File: config.mk
export PLATFORM = sky130hd
export DESIGN_NAME = ps2_frame_rx_flat
export DESIGN_NICKNAME = d
export VERILOG_FILES = /design/src/rtl/ps2_pkg.sv /design/src/rtl/ps2_frame_rx_if.sv /design/src/rtl/ps2_clk_filter.sv /design/src/rtl/ps2_frame_rx.sv /design/src/flat_wrapper.sv
export SDC_FILE = /design/constraint.sdc
export NUM_CORES = 1
export LEC_CHECK = 0
export ABC_AREA = 1
export BUFFER_PORTS_ARGS = -buffer_cell sky130_fd_sc_hd__buf_2
export CAP_MARGIN = 15
export CORE_MARGIN = 2
export CORE_UTILIZATION = 60
export CTS_BUF_LIST = sky130_fd_sc_hd__clkbuf_8
export CTS_CLUSTER_DIAMETER = 200
export DETAILED_ROUTE_END_ITERATION = 12
export PLACE_DENSITY = 0.9
export SLEW_MARGIN = 20
export SYNTH_ARGS = -nofsm -noshare
export SYNTH_HDL_FRONTEND = slang
export SYNTH_HIERARCHICAL = 1
export SYNTH_SLANG_ARGS = --single-unit
File: constraint.sdc
create_clock -name clk -period 1.95 [get_ports clk]
set_clock_uncertainty 0.05 [all_clocks]
set_input_delay 0.2925 -clock clk [delete_from_list [all_inputs] [get_ports clk]]
set_output_delay 0.2925 -clock clk [all_outputs]
set_load 0.01 [all_outputs]
File: src/rtl/ps2_pkg.sv
// ps2_pkg: shared PS/2 receiver types and frame constants
package ps2_pkg;
  typedef enum logic [1:0] {IDLE, DPS, LOAD} state_t;
  localparam int PS2_FRAME_BITS = 11;
  localparam int PS2_DATA_BITS  = 8;
endpackage

File: src/rtl/ps2_frame_rx_if.sv
// ps2_frame_rx_if: PS/2 line inputs and received-frame outputs
interface ps2_frame_rx_if;
  import ps2_pkg::*;
  logic ps2d;
  logic ps2c;
  logic rx_en;
  logic rx_done_tick;
  logic [PS2_DATA_BITS-1:0] dout;
  logic parity_err;
  logic frame_err;
  logic timeout_tick;
  modport master (output ps2d, ps2c, rx_en, input rx_done_tick, dout, parity_err, frame_err, timeout_tick);
  modport slave (input ps2d, ps2c, rx_en, output rx_done_tick, dout, parity_err, frame_err, timeout_tick);
endinterface

File: src/rtl/ps2_clk_filter.sv
// ps2_clk_filter: synchronizes PS/2 lines, debounces ps2c and flags its falling edges
module ps2_clk_filter #(
  parameter int FILTER_W = 8
) (
  input  logic clk,
  input  logic rst,
  input  logic ps2c,
  input  logic ps2d,
  output logic fall_tick,
  output logic ps2d_sync
);
  logic [1:0] c_sync, d_sync;
  logic [FILTER_W-1:0] filt;
  logic f_val, f_next;
  always_ff @(posedge clk) begin
    if (rst) begin
      c_sync <= '1;
      d_sync <= '1;
      filt   <= '1;
      f_val  <= 1'b1;
    end else begin
      c_sync <= {c_sync[0], ps2c};
      d_sync <= {d_sync[0], ps2d};
      filt   <= {filt[FILTER_W-2:0], c_sync[1]};
      f_val  <= f_next;
    end
  end
  assign f_next    = &filt ? 1'b1 : ~|filt ? 1'b0 : f_val;
  assign fall_tick = f_val & ~f_next;
  assign ps2d_sync = d_sync[1];
endmodule

File: src/rtl/ps2_frame_rx.sv
// ps2_frame_rx: PS/2 device-to-host frame receiver with parity, framing and timeout checks
module ps2_frame_rx
  import ps2_pkg::*;
#(
  parameter int FILTER_W    = 8,
  parameter int TIMEOUT_CYC = 100000
) (
  input logic clk,
  input logic rst,
  ps2_frame_rx_if.slave bus
);
  localparam int TW = $clog2(TIMEOUT_CYC);
  localparam logic [TW-1:0] TLAST = TW'(TIMEOUT_CYC - 2);
  state_t state, state_n;
  logic [PS2_FRAME_BITS-1:0] frame, frame_n, shift;
  logic [PS2_DATA_BITS-1:0] dout_r, dout_n;
  logic [3:0] cnt, cnt_n;
  logic [TW-1:0] tcnt, tcnt_n;
  logic perr_r, perr_n, ferr_r, ferr_n, done, tout;
  logic fall_tick, ps2d_sync;
  ps2_clk_filter #(.FILTER_W(FILTER_W)) u_filt (
    .clk(clk), .rst(rst), .ps2c(bus.ps2c), .ps2d(bus.ps2d),
    .fall_tick(fall_tick), .ps2d_sync(ps2d_sync)
  );
  assign shift = {ps2d_sync, frame[PS2_FRAME_BITS-1:1]};
  always_ff @(posedge clk) begin
    if (rst) begin
      state  <= IDLE;
      frame  <= '0;
      cnt    <= '0;
      tcnt   <= '0;
      dout_r <= '0;
      perr_r <= 1'b0;
      ferr_r <= 1'b0;
    end else begin
      state  <= state_n;
      frame  <= frame_n;
      cnt    <= cnt_n;
      tcnt   <= tcnt_n;
      dout_r <= dout_n;
      perr_r <= perr_n;
      ferr_r <= ferr_n;
    end
  end
  // Outputs are latched on the last fall_tick so they are already valid while LOAD pulses done.
  always_comb begin
    state_n = state;
    frame_n = frame;
    cnt_n   = cnt;
    tcnt_n  = '0;
    dout_n  = dout_r;
    perr_n  = perr_r;
    ferr_n  = ferr_r;
    done    = 1'b0;
    tout    = 1'b0;
    case (state)
      IDLE: if (fall_tick && bus.rx_en) begin
        state_n = DPS;
        frame_n = shift;
        cnt_n   = 4'd9;
      end
      DPS: if (fall_tick) begin
        frame_n = shift;
        cnt_n   = cnt - 4'd1;
        if (cnt == 4'd0) begin
          state_n = LOAD;
          dout_n  = shift[8:1];
          perr_n  = ~^shift[9:1];
          ferr_n  = shift[0] | ~shift[PS2_FRAME_BITS-1];
        end
      end else if (tcnt == TLAST) begin
        state_n = IDLE;
        tout    = 1'b1;
      end else begin
        tcnt_n = tcnt + TW'(1);
      end
      LOAD: begin
        done    = 1'b1;
        state_n = IDLE;
      end
      default: state_n = IDLE;
    endcase
  end
  assign bus.rx_done_tick = done;
  assign bus.timeout_tick = tout;
  assign bus.dout         = dout_r;
  assign bus.parity_err   = perr_r;
  assign bus.frame_err    = ferr_r;
endmodule

File: src/flat_wrapper.sv
// flat-port wrapper written by rule: the top's interface ports become plain ports
module ps2_frame_rx_flat import ps2_pkg::*;
#(
  parameter int FILTER_W    = 8,
  parameter int TIMEOUT_CYC = 100000
)
  (clk, rst, bus_ps2d, bus_ps2c, bus_rx_en, bus_rx_done_tick, bus_dout, bus_parity_err, bus_frame_err, bus_timeout_tick);
  ps2_frame_rx_if bus_i ();
  input logic clk;
  input logic rst;
  input wire logic [$bits(bus_i.ps2d)-1:0] bus_ps2d;
  input wire logic [$bits(bus_i.ps2c)-1:0] bus_ps2c;
  input wire logic [$bits(bus_i.rx_en)-1:0] bus_rx_en;
  output wire logic [$bits(bus_i.rx_done_tick)-1:0] bus_rx_done_tick;
  output wire logic [$bits(bus_i.dout)-1:0] bus_dout;
  output wire logic [$bits(bus_i.parity_err)-1:0] bus_parity_err;
  output wire logic [$bits(bus_i.frame_err)-1:0] bus_frame_err;
  output wire logic [$bits(bus_i.timeout_tick)-1:0] bus_timeout_tick;
  assign bus_i.ps2d = bus_ps2d;
  assign bus_i.ps2c = bus_ps2c;
  assign bus_i.rx_en = bus_rx_en;
  assign bus_rx_done_tick = bus_i.rx_done_tick;
  assign bus_dout = bus_i.dout;
  assign bus_parity_err = bus_i.parity_err;
  assign bus_frame_err = bus_i.frame_err;
  assign bus_timeout_tick = bus_i.timeout_tick;
  ps2_frame_rx #(.FILTER_W(FILTER_W), .TIMEOUT_CYC(TIMEOUT_CYC)) u_core (.clk(clk), .rst(rst), .bus(bus_i));
endmodule
# Word level (Yosys, flattened, before mapping)
# Cells that the tools add are included.
[classes]
add_sub_neg = 2
eq_ne = 7
muxes = 17
bitwise = 5
reduce_logical = 11
[ops]
columns = ["op", "n"]
rows = [
  ["$mux W11", 2],
  ["$pmux W11 S2", 1],
  ["$add A17 B1 Y17 const B", 1],
  ["$eq A17 B17 Y1 const B", 1],
  ["$reduce_and A3 Y1", 3],
  ["$reduce_xnor A9 Y1", 1],
  ["$mux W2", 4],
  ["$mux W4", 2],
  ["$pmux W4 S2", 1],
  ["$reduce_and A8 Y1", 1],
  ["$reduce_or A8 Y1", 1],
  ["$mux W1", 6],
  ["$logic_not A4 Y1", 1],
  ["$ne A2 B1 Y1 const B", 2],
  ["$pmux W2 S2", 1],
  ["$reduce_or A4 Y1", 1],
  ["$sub A4 B1 Y4 const B", 1],
  ["$ne A3 B1 Y1 const B", 1],
  ["$ne A3 B3 Y1 const B", 1],
  ["$not A1 Y1", 3],
  ["$eq A2 B1 Y1 const B", 1],
  ["$eq A2 B2 Y1 const B", 1],
  ["$logic_not A2 Y1", 1],
  ["$reduce_bool A2 Y1", 1],
  ["3 further kinds", 3],
]
[totals]
register_bits = 57
input_bits = 5
output_inout_bits = 12
wordCells = 53

# Depth between registers and ports, before layout
[logic_depth]
ltp_word = 8
mapped_depth = 12

# Cells and area by module
# The synthesis kept the hierarchy.
[modules_own_cells]
columns = ["module", "n_inst", "cells_per_inst", "area_per_inst_um2", "seq_area_each_um2"]
rows = [
  ["ps2_frame_rx", 1, 283, 2067.0, 860.8],
  ["ps2_clk_filter", 1, 45, 421.7, 260.2],
]

# Least setup slack after synthesis
# No wires, ideal clock.
[synth_path]
path_kind = "register to register"
startpoint = "register u_core.u_filt.filt[1]"
endpoint = "register u_core.perr_r (netlist: u_core/bus.parity_err)"
setup_ps = 109
t_arrival_ps = 1380
required_time_ps = 1791
setup_slack_ps = 411
path_stages_with_launch = 12
path_buffers = 1
path_cell_list = "dfxtp_1 -> nor2_1 -> nand2_1 -> nor2_1 -> nand3_1 -> inv_1 -> nand3_2 -> nor2_4 -> buf_4 -> nand3_1 -> nand2_1 -> inv_1"
[synth_via]
elab_chain_len = 6
word_cells_on_any_way = 7
cone_classes = "2 x mux; 2 x bitwise; 3 x reduce/logical"
[synth_lines]
columns = ["item", "line", "rtl"]
rows = [
  ["from (decl)", "ps2_clk_filter.sv:13", "logic [FILTER_W-1:0] filt;"],
  ["from (signal assigned)", "ps2_clk_filter.sv:24", "filt <= {filt[FILTER_W-2:0], c_sync[1]};"],
  ["$reduce_or A8 Y1", "ps2_clk_filter.sv:28", "assign f_next = &filt ? 1'b1 : ~|filt ? 1'b0 : f_val;"],
  ["$mux W1", "ps2_clk_filter.sv:28", ""],
  ["$mux W1 (*)", "ps2_clk_filter.sv:28", ""],
  ["$not A1 Y1 (*)", "ps2_clk_filter.sv:29", "assign fall_tick = f_val & ~f_next;"],
  ["$and A1 B1 Y1 (*)", "ps2_clk_filter.sv:29", ""],
  ["named net u_core.fall_tick", "ps2_frame_rx.sv:20", "logic fall_tick, ps2d_sync;"],
  ["$reduce_and A3 Y1 (no source line) (*)", "-", ""],
  ["to (signal assigned)", "ps2_frame_rx.sv:41", "perr_r <= perr_n;"],
  ["to (decl)", "ps2_frame_rx.sv:19", "logic perr_r, perr_n, ferr_r, ferr_n, done, tout;"],
]
# Mark *: on every way through the listed nets, which the timed path passes. The rest lies on a longest branch.
# A chain may end at the register's enable or synchronous reset.

# Worst setup path in the final report
[layout_path]
startpoint = "register u_core.tcnt[0]"
endpoint = "output bus_timeout_tick"
[layout_via]
elab_chain_len = 4
[layout_lines]
columns = ["item", "line", "rtl"]
rows = [
  ["from (decl)", "ps2_frame_rx.sv:18", "logic [TW-1:0] tcnt, tcnt_n;"],
  ["from (signal assigned)", "ps2_frame_rx.sv:39", "tcnt <= tcnt_n;"],
  ["$eq A17 B17 Y1", "ps2_frame_rx.sv:71", "end else if (tcnt == TLAST) begin"],
  ["$mux W1", "ps2_frame_rx.sv:71", ""],
  ["$mux W1", "ps2_frame_rx.sv:62", "DPS: if (fall_tick) begin"],
  ["$mux W1", "ps2_frame_rx.sv:56", "case (state)"],
  ["to (decl)", "flat_wrapper.sv:18", "output wire logic [$bits(bus_i.timeout_tick)-1:0] bus_timeout_tick;"],
]
# Every way passes these cells.

==> flow_metrics.py <==
metrics = {
    "sta": {
        "hold_viol_final": 0,
        "fmax_mhz": 535,
        "maxSlewHeadroom": 0.815,
        "fin_crit_sh": 0.958,
        "min_period_ns": 1.87,
        "worst_slew_pin_slew_ns": 0.277,
        "setup_viol": 0,
        "slew_viol_final": 0,
    },
    "logic_synthesis": {
        "synthCells": 328,
        "synth_ff_type": "dfxtp_1",
        "async_reset_ff_frac": 0,
        "synth_edf_count": 0,
        "synth_warnings": 6,
        "ys_ff_latch": 56,
        "syn_nets": 337,
        "yosysSeqAreaShare": 0.450,
        "synthDistinctLibCells": 32,
        "avgSynthCellArea_um2": 7.59,
        "synthesis.area_mm2": 0.00249,
    },
    "drt": {
        "via_per_inst": 5.14,
        "drtAntennaViolNets": 0,
        "route.vias.total": 2070,
        "wl_um": 4680,
        "drt_iter0_markers": 150,
        "route.detailed.drc": 0,
        "dr.pass1.iters": 4,
        "routedWlPerCell_um": 11.6,
    },
    "grt": {
        "grt-ovfl-total": 0,
        "grt_pass1_vias": 1871,
        "use_met2": 0.376,
        "grt_max_degree": 20,
        "grt_pass1_wl_um": 7840,
        "grt_util_all_layers": 0.221,
        "antenna_found_initial": 0,
        "grtUsageMet3": 0.0559,
        "busiest_layer": "met2",
        "grtUsageMet1": 0.267,
    },
    "placement": {
        "portBuffers": 16,
        "dpl.hpwl_um": 3170,
        "dpl-instance-area_mm2": 0.00260,
        "globalplace.congestion": 0.846,
    },
    "cts": {
        "cts_tree": "built",
        "clk_pin_slew_worst_paths_ns": 0.10,
        "clkSinkCount": 56,
        "postCtsHoldBufs": 0,
        "cts_max_level": 2,
        "worst_skew_pair.late_latency_ns": 0.30,
        "cts-buffers-inserted": 5,
        "clockRootBuffer": "clkbuf_8",
        "cts_max_path_buffers": 2,
    },
    "hold_path": {
        "hold_class": "in -> reg",
    },
    "critical_path": {
        "arrival_ns": 1.53,
        "worstSetupStartpointType": "register",
        "r2r-end": "u_core/frame[10]",
        "worstSetupPathType": "reg -> out",
        "rrSetupSlack_ns": 0.18,
        "r2r-start": "u_core/u_filt/filt[1]",
        "cp-endpoint": "bus_timeout_tick",
        "path_max_fanout": 4,
        "critical_path_required_ns": 1.61,
        "crit_start": "u_core/tcnt[0]",
        "end_kind": "output port",
        "rr_worst_depth": 10,
    },
    "die": {
        "initial_core_util": 0.622,
        "die_h_um": 68.4,
        "dieArea_mm2": 0.00468,
        "rows": 23,
        "fp.dieW_um": 68.4,
        "fp.coreArea_mm2": 0.00400,
        "pin_count": 17,
    },
    "finish": {
        "drive_above_1_share": 0.161,
        "nets": 362,
        "final_area_mm2": 0.00281,
        "area_delta_synth_final_pct": 12.7,
        "n_antenna_cell": 0,
    },
    "power": {
        "powerDensity_mw_per_mm2": 723,
        "power_leakage_nw": 1.21,
        "max-vdd-ir-drop_uv": 753,
        "power_w": 0.00203,
    },
    "status": {
        "outcome": "finished clean",
    },
    "flow_run": {
        "timing.max_cap.violations": 0,
    },
}
==> area by class of cell <==
type	count	area, um^2
clock buffer	5	68.8
clock inverter	2	60.1
fill	309	1190
inverter	47	179
multi-input combinational	218	1150
sequential	56	1120
tap	50	62.6
timing repair buffer	25	160
==> sequential cells by signal (all words and copies together) (netlist names) <==
register               cells
u_core/tcnt               17
u_core/frame              10
u_core/bus.dout            8
u_core/u_filt/filt         8
u_core/cnt                 4
u_core/state               2
u_core/u_filt/c_sync       2
u_core/u_filt/d_sync       2
u_core/bus.frame_err       1
u_core/bus.parity_err      1
u_core/u_filt/f_val        1
==> per-stage QoR <==
stage          worst slack (ns)  cells  utilization  hold WS [ns]  TNS, ns
4_1_cts                 0.00193    397        0.684         0.113        0
3_3_place_gp              0.244    390        0.651         0.340        0
2_1_floorplan             0.411    328            -         0.314        0
5_1_grt                 -0.0464    403        0.701        0.0996  -0.0785
6_report                 0.0810    403        0.701         0.122        0
3_5_place_dp              0.199    390        0.651         0.347        0
==> timing repair <==
action / in CTS / in global routing
gates resized for setup: 1 / 2
setup buffers: 0 / 6
setup endpoints to repair: 1 / 13
pin swaps: 0 / 2
gates cloned: 0 / 0
==> worst max-delay path, stage by stage (launching register included) <==
cell	delay, ns
dfxtp_1	0.36
inv_1	0.07
ha_1	0.17
nand4_1	0.12
nor3_2	0.14
nand2_2	0.11
nor3_2	0.10
buf_2	0.14
==> worst min-delay path by stage <==
stage | start | end | slack (ns) | cells after the start
2_1_floorplan | rst | u_core/cnt[1] | 0.31 | 1
3_3_place_gp | u_core/u_filt/c_sync[1] | u_core/u_filt/filt[0] | 0.34 | 1
3_5_place_dp | u_core/u_filt/c_sync[1] | u_core/u_filt/filt[0] | 0.35 | 1
4_1_cts | bus_ps2c | u_core/u_filt/c_sync[0] | 0.11 | 2
5_1_grt | bus_ps2c | u_core/u_filt/c_sync[0] | 0.1 | 2
6_report | bus_ps2c | u_core/u_filt/c_sync[0] | 0.12 | 2
==> power by group <==
group          internal (W)  leakage [nW]   total, W  switching (W)
clock network      0.000505        0.0642   0.000854       0.000348
logic            0.00000980         0.688  0.0000252      0.0000154
registers           0.00115         0.452    0.00115     0.00000218
==> cells in the final DEF (no fill, tap or decap), types with 3 or more instances in the layout <==
master | Yosys | layout
buf_4 | 2 | 8
nand3_1 | 13 | 13
buf_2 | 0 | 16
nand2_1 | 53 | 53
o21ai_1 | 6 | 6
nor2_2 | 4 | 4
dfxtp_1 | 56 | 56
nand4_1 | 5 | 5
nor2_1 | 41 | 41
nor3_1 | 8 | 6
ha_1 | 4 | 4
inv_1 | 46 | 46
a21oi_1 | 24 | 24
o21ai_0 | 21 | 21
or2_2 | 3 | 3
nand2_2 | 5 | 4
nor2_4 | 3 | 3
xor2_1 | 4 | 4
clkbuf_8 | 0 | 5
or2_1 | 9 | 9
==> synthesized netlist by cell type (3+ instances only) <==
master	count	share of area
ha_1	4	0.020
nor3_1	8	0.016
dfxtp_1	56	0.45
xor2_1	4	0.014
nand3_1	13	0.026
o21ai_0	21	0.042
or2_2	3	0.0075
a21oi_1	24	0.048
nor2_2	4	0.010
nand2_2	5	0.013
o21ai_1	6	0.012
inv_1	46	0.069
nor2_4	3	0.014
nand4_1	5	0.013
nand2_1	53	0.080
nor2_1	41	0.062
or2_1	9	0.023
==> cell families after synthesis <==
kind of cell | Yosys count | synth area share
AND/OR/NAND/NOR | 152 | 0.299
flip-flops | 56 | 0.450
AO/OA/AOI/OAI | 56 | 0.117
buffers and inverters | 54 | 0.0920
adder cells (fa/ha/maj) | 4 | 0.0201
XOR/XNOR | 6 | 0.0211
==> metal layers <==
layer,up-vias,wire [um]
met5,-,0
met4,0,74
met3,9,213
met2,51,2300
met1,925,2090
li1,1085,-
No activity file was read; power rests on OpenSTA's default activity.
